===== src/rtl/fp16_div_seq_if.sv =====
// Operand/result handshake bundle for the fp16 sequential divider.
// The master issues operands and consumes results; the slave is the divider.
interface fp16_div_seq_if;
  logic        in_valid;
  logic        in_ready;
  logic [15:0] a;
  logic [15:0] b;
  logic        out_valid;
  logic        out_ready;
  logic [15:0] result;
  logic        div_by_zero;

  modport master (
    output in_valid, a, b, out_ready,
    input  in_ready, out_valid, result, div_by_zero
  );

  modport slave (
    input  in_valid, a, b, out_ready,
    output in_ready, out_valid, result, div_by_zero
  );
endinterface


===== src/rtl/fp16_div_seq.sv =====
// Iterative fp16 divider: restoring division, one quotient bit per cycle,
// truncating, flush-to-zero, single operation in flight.
module fp16_div_seq #(
  parameter logic [15:0] NAN_VALUE = 16'h7E01,
  parameter int          QBITS     = 12
) (
  input logic          clk,
  input logic          rst_n,
  fp16_div_seq_if.slave bus
);
  localparam int CW = $clog2(QBITS);

  typedef enum logic [1:0] {IDLE, DIV, NORM, DONE} state_t;

  state_t             state_r;
  logic [CW-1:0]      cnt_r;
  logic               sign_r;
  logic [10:0]        mb_r;
  logic [11:0]        r_r;
  logic [QBITS-1:0]   q_r;
  logic signed [6:0]  e_r;
  logic               in_ready_r;
  logic               out_valid_r;
  logic               dbz_r;
  logic [15:0]        result_r;

  logic               sign_in_s;
  logic               a_zero_s, a_inf_s, a_nan_s;
  logic               b_zero_s, b_inf_s, b_nan_s;
  logic               spec_hit_s;
  logic               spec_dbz_s;
  logic [15:0]        spec_res_s;
  logic               r_ge_s;
  logic [11:0]        r_sub_s;
  logic signed [6:0]  e_adj_s;
  logic [9:0]         mant_s;
  logic [15:0]        norm_res_s;

  // Denormals have exp==0, so treating any zero exponent as zero flushes them.
  function automatic logic is_zero(input logic [15:0] x);
    return (x[14:10] == 5'h00);
  endfunction

  function automatic logic is_inf(input logic [15:0] x);
    return (x[14:10] == 5'h1F) && (x[9:0] == 10'h000);
  endfunction

  function automatic logic is_nan(input logic [15:0] x);
    return (x[14:10] == 5'h1F) && (x[9:0] != 10'h000);
  endfunction

  assign sign_in_s = bus.a[15] ^ bus.b[15];
  assign a_zero_s  = is_zero(bus.a);
  assign a_inf_s   = is_inf(bus.a);
  assign a_nan_s   = is_nan(bus.a);
  assign b_zero_s  = is_zero(bus.b);
  assign b_inf_s   = is_inf(bus.b);
  assign b_nan_s   = is_nan(bus.b);

  // Special-operand classification, highest priority first.
  always_comb begin
    spec_hit_s = 1'b1;
    spec_dbz_s = 1'b0;
    spec_res_s = NAN_VALUE;
    if (a_nan_s || b_nan_s || (a_zero_s && b_zero_s) || (a_inf_s && b_inf_s)) begin
      spec_res_s = NAN_VALUE;
    end else if (a_inf_s) begin
      spec_res_s = {sign_in_s, 5'h1F, 10'h000};
    end else if (b_zero_s) begin
      spec_res_s = {sign_in_s, 5'h1F, 10'h000};
      spec_dbz_s = 1'b1;
    end else if (a_zero_s || b_inf_s) begin
      spec_res_s = {sign_in_s, 15'h0000};
    end else begin
      spec_hit_s = 1'b0;
    end
  end

  assign r_ge_s  = (r_r >= {1'b0, mb_r});
  assign r_sub_s = r_ge_s ? (r_r - {1'b0, mb_r}) : r_r;

  // Normalise the quotient and pack, saturating to inf or flushing to zero.
  always_comb begin
    if (q_r[QBITS-1]) begin
      mant_s  = q_r[QBITS-2 -: 10];
      e_adj_s = e_r;
    end else begin
      mant_s  = q_r[QBITS-3 -: 10];
      e_adj_s = e_r - 7'sd1;
    end
    if (e_adj_s >= 7'sd31) begin
      norm_res_s = {sign_r, 5'h1F, 10'h000};
    end else if (e_adj_s <= 7'sd0) begin
      norm_res_s = {sign_r, 15'h0000};
    end else begin
      norm_res_s = {sign_r, e_adj_s[4:0], mant_s};
    end
  end

  // Control FSM and datapath registers; out_valid rises one cycle after DONE is entered.
  always_ff @(posedge clk) begin
    if (!rst_n) begin
      state_r     <= IDLE;
      cnt_r       <= '0;
      sign_r      <= 1'b0;
      mb_r        <= 11'h000;
      r_r         <= 12'h000;
      q_r         <= '0;
      e_r         <= 7'sd0;
      in_ready_r  <= 1'b1;
      out_valid_r <= 1'b0;
      dbz_r       <= 1'b0;
      result_r    <= 16'h0000;
    end else begin
      case (state_r)
        IDLE: begin
          if (bus.in_valid) begin
            in_ready_r <= 1'b0;
            sign_r     <= sign_in_s;
            if (spec_hit_s) begin
              result_r <= spec_res_s;
              dbz_r    <= spec_dbz_s;
              state_r  <= DONE;
            end else begin
              mb_r    <= {1'b1, bus.b[9:0]};
              r_r     <= {2'b01, bus.a[9:0]};
              q_r     <= '0;
              e_r     <= $signed({2'b00, bus.a[14:10]}) - $signed({2'b00, bus.b[14:10]}) + 7'sd15;
              cnt_r   <= CW'(QBITS - 1);
              dbz_r   <= 1'b0;
              state_r <= DIV;
            end
          end
        end
        DIV: begin
          q_r <= {q_r[QBITS-2:0], r_ge_s};
          r_r <= r_sub_s << 1;
          if (cnt_r == '0) begin
            state_r <= NORM;
          end else begin
            cnt_r <= cnt_r - CW'(1);
          end
        end
        NORM: begin
          result_r <= norm_res_s;
          state_r  <= DONE;
        end
        DONE: begin
          if (!out_valid_r) begin
            out_valid_r <= 1'b1;
          end else if (bus.out_ready) begin
            out_valid_r <= 1'b0;
            in_ready_r  <= 1'b1;
            state_r     <= IDLE;
          end
        end
        default: begin
          state_r     <= IDLE;
          in_ready_r  <= 1'b1;
          out_valid_r <= 1'b0;
        end
      endcase
    end
  end

  assign bus.in_ready    = in_ready_r;
  assign bus.out_valid   = out_valid_r;
  assign bus.result      = result_r;
  assign bus.div_by_zero = dbz_r;
endmodule


===== src/flat_wrapper.sv =====
// flat-port wrapper written by rule: the top's interface ports become plain ports
module fp16_div_seq_flat 
#(
  parameter logic [15:0] NAN_VALUE = 16'h7E01,
  parameter int          QBITS     = 12
)
  (clk, rst_n, bus_in_valid, bus_a, bus_b, bus_out_ready, bus_in_ready, bus_out_valid, bus_result, bus_div_by_zero);
  fp16_div_seq_if bus_i ();
  input logic clk;
  input logic rst_n;
  input wire logic [$bits(bus_i.in_valid)-1:0] bus_in_valid;
  input wire logic [$bits(bus_i.a)-1:0] bus_a;
  input wire logic [$bits(bus_i.b)-1:0] bus_b;
  input wire logic [$bits(bus_i.out_ready)-1:0] bus_out_ready;
  output wire logic [$bits(bus_i.in_ready)-1:0] bus_in_ready;
  output wire logic [$bits(bus_i.out_valid)-1:0] bus_out_valid;
  output wire logic [$bits(bus_i.result)-1:0] bus_result;
  output wire logic [$bits(bus_i.div_by_zero)-1:0] bus_div_by_zero;
  assign bus_i.in_valid = bus_in_valid;
  assign bus_i.a = bus_a;
  assign bus_i.b = bus_b;
  assign bus_i.out_ready = bus_out_ready;
  assign bus_in_ready = bus_i.in_ready;
  assign bus_out_valid = bus_i.out_valid;
  assign bus_result = bus_i.result;
  assign bus_div_by_zero = bus_i.div_by_zero;
  fp16_div_seq #(.NAN_VALUE(NAN_VALUE), .QBITS(QBITS)) u_core (.clk(clk), .rst_n(rst_n), .bus(bus_i));
endmodule

===== config.mk =====
export PLATFORM = sky130hd
export DESIGN_NAME = fp16_div_seq_flat
export DESIGN_NICKNAME = d
export VERILOG_FILES = /design/src/rtl/fp16_div_seq_if.sv /design/src/rtl/fp16_div_seq.sv /design/src/flat_wrapper.sv
export SDC_FILE = /design/constraint.sdc
export NUM_CORES = 1
export LEC_CHECK = 0
export BUFFER_PORTS_ARGS = -buffer_cell sky130_fd_sc_hd__clkbuf_2
export CORE_AREA = 2 2 125 127
export CTS_BUF_LIST = sky130_fd_sc_hd__clkbuf_2 sky130_fd_sc_hd__clkbuf_4 sky130_fd_sc_hd__clkbuf_8
export DETAILED_ROUTE_END_ITERATION = 8
export DIE_AREA = 0 0 127 129
export PLACE_DENSITY_LB_ADDON = 0.15
export SLEW_MARGIN = 25
export SYNTH_ARGS = -nofsm -noshare
export SYNTH_HDL_FRONTEND = slang
export SYNTH_SLANG_ARGS = --single-unit

===== constraint.sdc =====
create_clock -name clk -period 5.1 [get_ports clk]
set_input_delay 0.51 -clock clk [delete_from_list [all_inputs] [get_ports clk]]
set_output_delay 0.51 -clock clk [all_outputs]
set_load 0.02 [all_outputs]

==> results.sh <==
export IMPL_place_congestion=0.832
export IMPL_hold_violations=0
export IMPL_clk_path_buf_depth=2
export IMPL_port_buffers=54
export IMPL_dr_wl_met2_mm=5.23
export IMPL_antenna_cells=0
export IMPL_cp_required_ns=5.31
export IMPL_ys_seq_area_frac=0.308
export IMPL_track_usage=0.149
export IMPL_wl_met1_mm=5.89
export IMPL_p_comb_frac=0.567
export IMPL_yosysWarningCount=0
export IMPL_wl_met3_um=495
export IMPL_p_total_w=0.00315
export IMPL_final_setup_viol_count=0
export IMPL_hold_depth=3
export IMPL_fin_tns_setup_ns=0
export IMPL_cts_buffers=9
export IMPL_postLayoutCoreUtil=0.339
export IMPL_rr_endpoint="u_core.r_r[7]"
export IMPL_swShare=0.456
export IMPL_drtPass1Iterations=4
export IMPL_cts_hold_buf=0
export IMPL_crit_path_end_kind="register"
export IMPL_synthToLayoutAreaGrowth_pct=14.9
export IMPL_p_per_area_nw_per_um2=621
export IMPL_syn_area_um2=4420
export IMPL_ys_types=68
export IMPL_ctsHtreeMaxLevel=3
export IMPL_crit_path_max_fanout=10
export IMPL_cts_tree="yes"
export IMPL_fin_worst_skew_ns=0.00982
export IMPL_cp_start_kind="register"
export IMPL_final_cell_mix="68 x dfxtp_1, 64 x nand2_1, 60 x a21oi_1"
export IMPL_cts_repair_resized=0
export IMPL_grt_overflow_total=0
export IMPL_drtIter0Drc=191
export IMPL_finalWirelength_mm=11.9
export IMPL_layout_drive_gt1_share=0.179
export IMPL_seqPwrFrac=0.245
export IMPL_fillers=1608
export IMPL_post_cts_setup_buffer_count=0
export IMPL_criticalPathCategory="register to register"
export IMPL_pwr_share_clk=0.188
export IMPL_final_max_slew_violation_count=0
export IMPL_tightest_slew_ns=0.952
export IMPL_worstPathArrival_ns=3.05
export IMPL_grt_pass1_wl_mm=19.5
export IMPL_hold_path_class="input pin to register"
export IMPL_cts_root_buf="clkbuf_8"
export IMPL_synth_area_per_cell_um2=7.86
export IMPL_worst_r2r_path_depth=9
export IMPL_intPower_w=0.00172
export IMPL_dp_hpwl_mm=9.01
export IMPL_nets=660
export IMPL_wl_per_cell_um=15.0
export IMPL_grt_max_degree=39
export IMPL_synth_seq_cells=68
export IMPL_synth_async_sr_flop_share=0
export IMPL_die_y_um=129
export IMPL_maxCapViolCount=0
export IMPL_antenna_left=0
export IMPL_grt_pass1_vias=3891
export IMPL_dieArea_um2=16400
export IMPL_row_count=45
export IMPL_synthFlopType="dfxtp_1"
export IMPL_min_period_over_period=0.557
export IMPL_p_leak_nw=1.95
export IMPL_top_layer_used="met4"
export IMPL_rr_startpoint="u_core.r_r[0]"
export IMPL_drcViolationCount=0
export IMPL_slew_headroom=0.365
export IMPL_syn_nets=624
export IMPL_hold_end="u_core.mb_r[7]"
export IMPL_min_period_ns=2.84
export IMPL_hp_start="bus_b[7]"
export IMPL_postSynthCellCount=562
export IMPL_clk_pin_slew_worst_paths_ns=0.07
export IMPL_status="finished, final reports clean"
export IMPL_cts_sinks=68
export IMPL_peakVddDrop_v=0.000205
export IMPL_worstSkewPairLatency_ns=0.35
export IMPL_rsz0062_at_grt="no"
export IMPL_viasPerCell=5.18
export IMPL_final_common_cell="dfxtp_1"
export IMPL_via_count=4100
export IMPL_synth_edff_count=0
export IMPL_reg2reg_setup_slack_ns=2.26
export IMPL_core_area_um2=15000
export IMPL_ios=55
export IMPL_die_w_um=127
export IMPL_initial_utilization=0.295
export IMPL_antenna_found_initial=0
export IMPL_p_switching_w=0.00144
export IMPL_fmaxAchievable_mhz=352
critical path, stage by stage, from the launching register on:
cell,delay [ns]
dfxtp_1,0.37
inv_1,0.07
ha_1,0.23
fa_1,0.41
nand2b_1,0.20
a2111o_1,0.40
nand3_2,0.19
nor2_1,0.16
o41ai_1,0.54
o31ai_1,0.15
routing by layer:
layer,vias up,GRT usage
li1,2105,-
met4,0,0.0627
met2,78,0.237
met5,-,0
met1,1902,0.205
met3,15,0.0183
power groups by stage:
stage | sequential, W | combinational, W | clock [W]
5_1_grt | 0.000790 | 0.00200 | 0.000632
3_5_place_dp | 0.000781 | 0.00177 | 0
2_1_floorplan | 0.000753 | 0.00139 | 0
4_1_cts | 0.000771 | 0.00178 | 0.000610
3_3_place_gp | 0.000781 | 0.00174 | 0
6_report | 0.000771 | 0.00179 | 0.000593
area by class of cell:
type                    instances  area [µm²]  area share
multi-input cells             426        2780       0.547
inverters                      35         131      0.0259
repair buffers                 58         303      0.0597
clock buffers                  10         131      0.0259
clock inverters                 6         136      0.0269
well taps                     188         235      0.0464
flip-flops and latches         68        1360       0.268
sequential cells by signal (all words and copies together), names as in the netlist:
signal,cells
u_core.e_r,7
u_core.bus.div_by_zero,1
u_core.state_r,2
u_core.cnt_r,4
u_core.r_r,12
u_core.q_r,12
u_core.bus.result,16
u_core.mb_r,11
u_core.bus.out_valid,1
u_core.bus.in_ready,1
u_core.sign_r,1
stage by stage:
step           std cells  hold WS, ns  cell area [µm²]  setup slack [ns]
4_1_cts              791        0.372             5070              2.32
5_1_grt              791        0.388             5070              2.07
3_5_place_dp         775        0.446             4810              2.13
6_report             791        0.394             5070              2.26
3_3_place_gp         774        0.443             4790              2.16
2_1_floorplan        562        0.435             4420              2.54
cell families (layout without fill, tap and decap cells):
logic type	Yosys count	in the layout	share of synthesized area
AO/OA/AOI/OAI	160	160	0.243
flip-flops	68	68	0.308
multiplexers	13	13	0.0323
adder cells (fa/ha/maj)	26	26	0.0770
AND/OR/NAND/NOR	211	211	0.243
XOR/XNOR	16	16	0.0317
buffers and inverters	68	109	0.0651
how the worst max path moves through the flow:
stage,from,endpoint,slack (ns),depth (start not counted)
floorplan,bus_a[10],u_core.e_r[5],2.54,10
global placement,bus_b[13],u_core.r_r[10],2.16,7
detailed placement,bus_b[14],u_core.cnt_r[1],2.13,7
CTS,u_core.r_r[0],u_core.r_r[7],2.32,9
global route,u_core.state_r[1],u_core.r_r[7],2.07,7
finish,u_core.r_r[0],u_core.r_r[7],2.26,9
synth_stat cells, types with 3 or more instances:
library cell  count  share of area
dfxtp_1          68           0.31
nand2_1          64          0.054
a21oi_1          60          0.068
nor2_1           42          0.036
inv_1            35          0.030
nand3_1          31          0.035
o21ai_0          25          0.028
ha_1             24          0.068
clkbuf_1         20          0.017
nand4_1          13          0.018
xnor2_1          12          0.024
mux2_2           10          0.025
nor3_1           10          0.011
a211oi_1          8          0.014
buf_2             8         0.0091
or3_1             7         0.0099
nor4_1            6         0.0085
o21a_1            6          0.010
o22ai_1           6         0.0085
or4_1             6          0.010
nor2b_1           5         0.0071
a21boi_0          4         0.0068
a21o_1            4         0.0068
a221oi_1          4         0.0079
and2_1            4         0.0057
buf_4             4         0.0068
o211ai_1          4         0.0068
o221a_2           4          0.010
o31a_1            4         0.0079
o31ai_1           4         0.0068
xor2_1            4         0.0079
a31oi_1           3         0.0042
mux2i_1           3         0.0068
nand2b_1          3         0.0042
nor3b_1           3         0.0051
o311ai_0          3         0.0059
or2_2             3         0.0042
(Power assumes the default switching activity.)
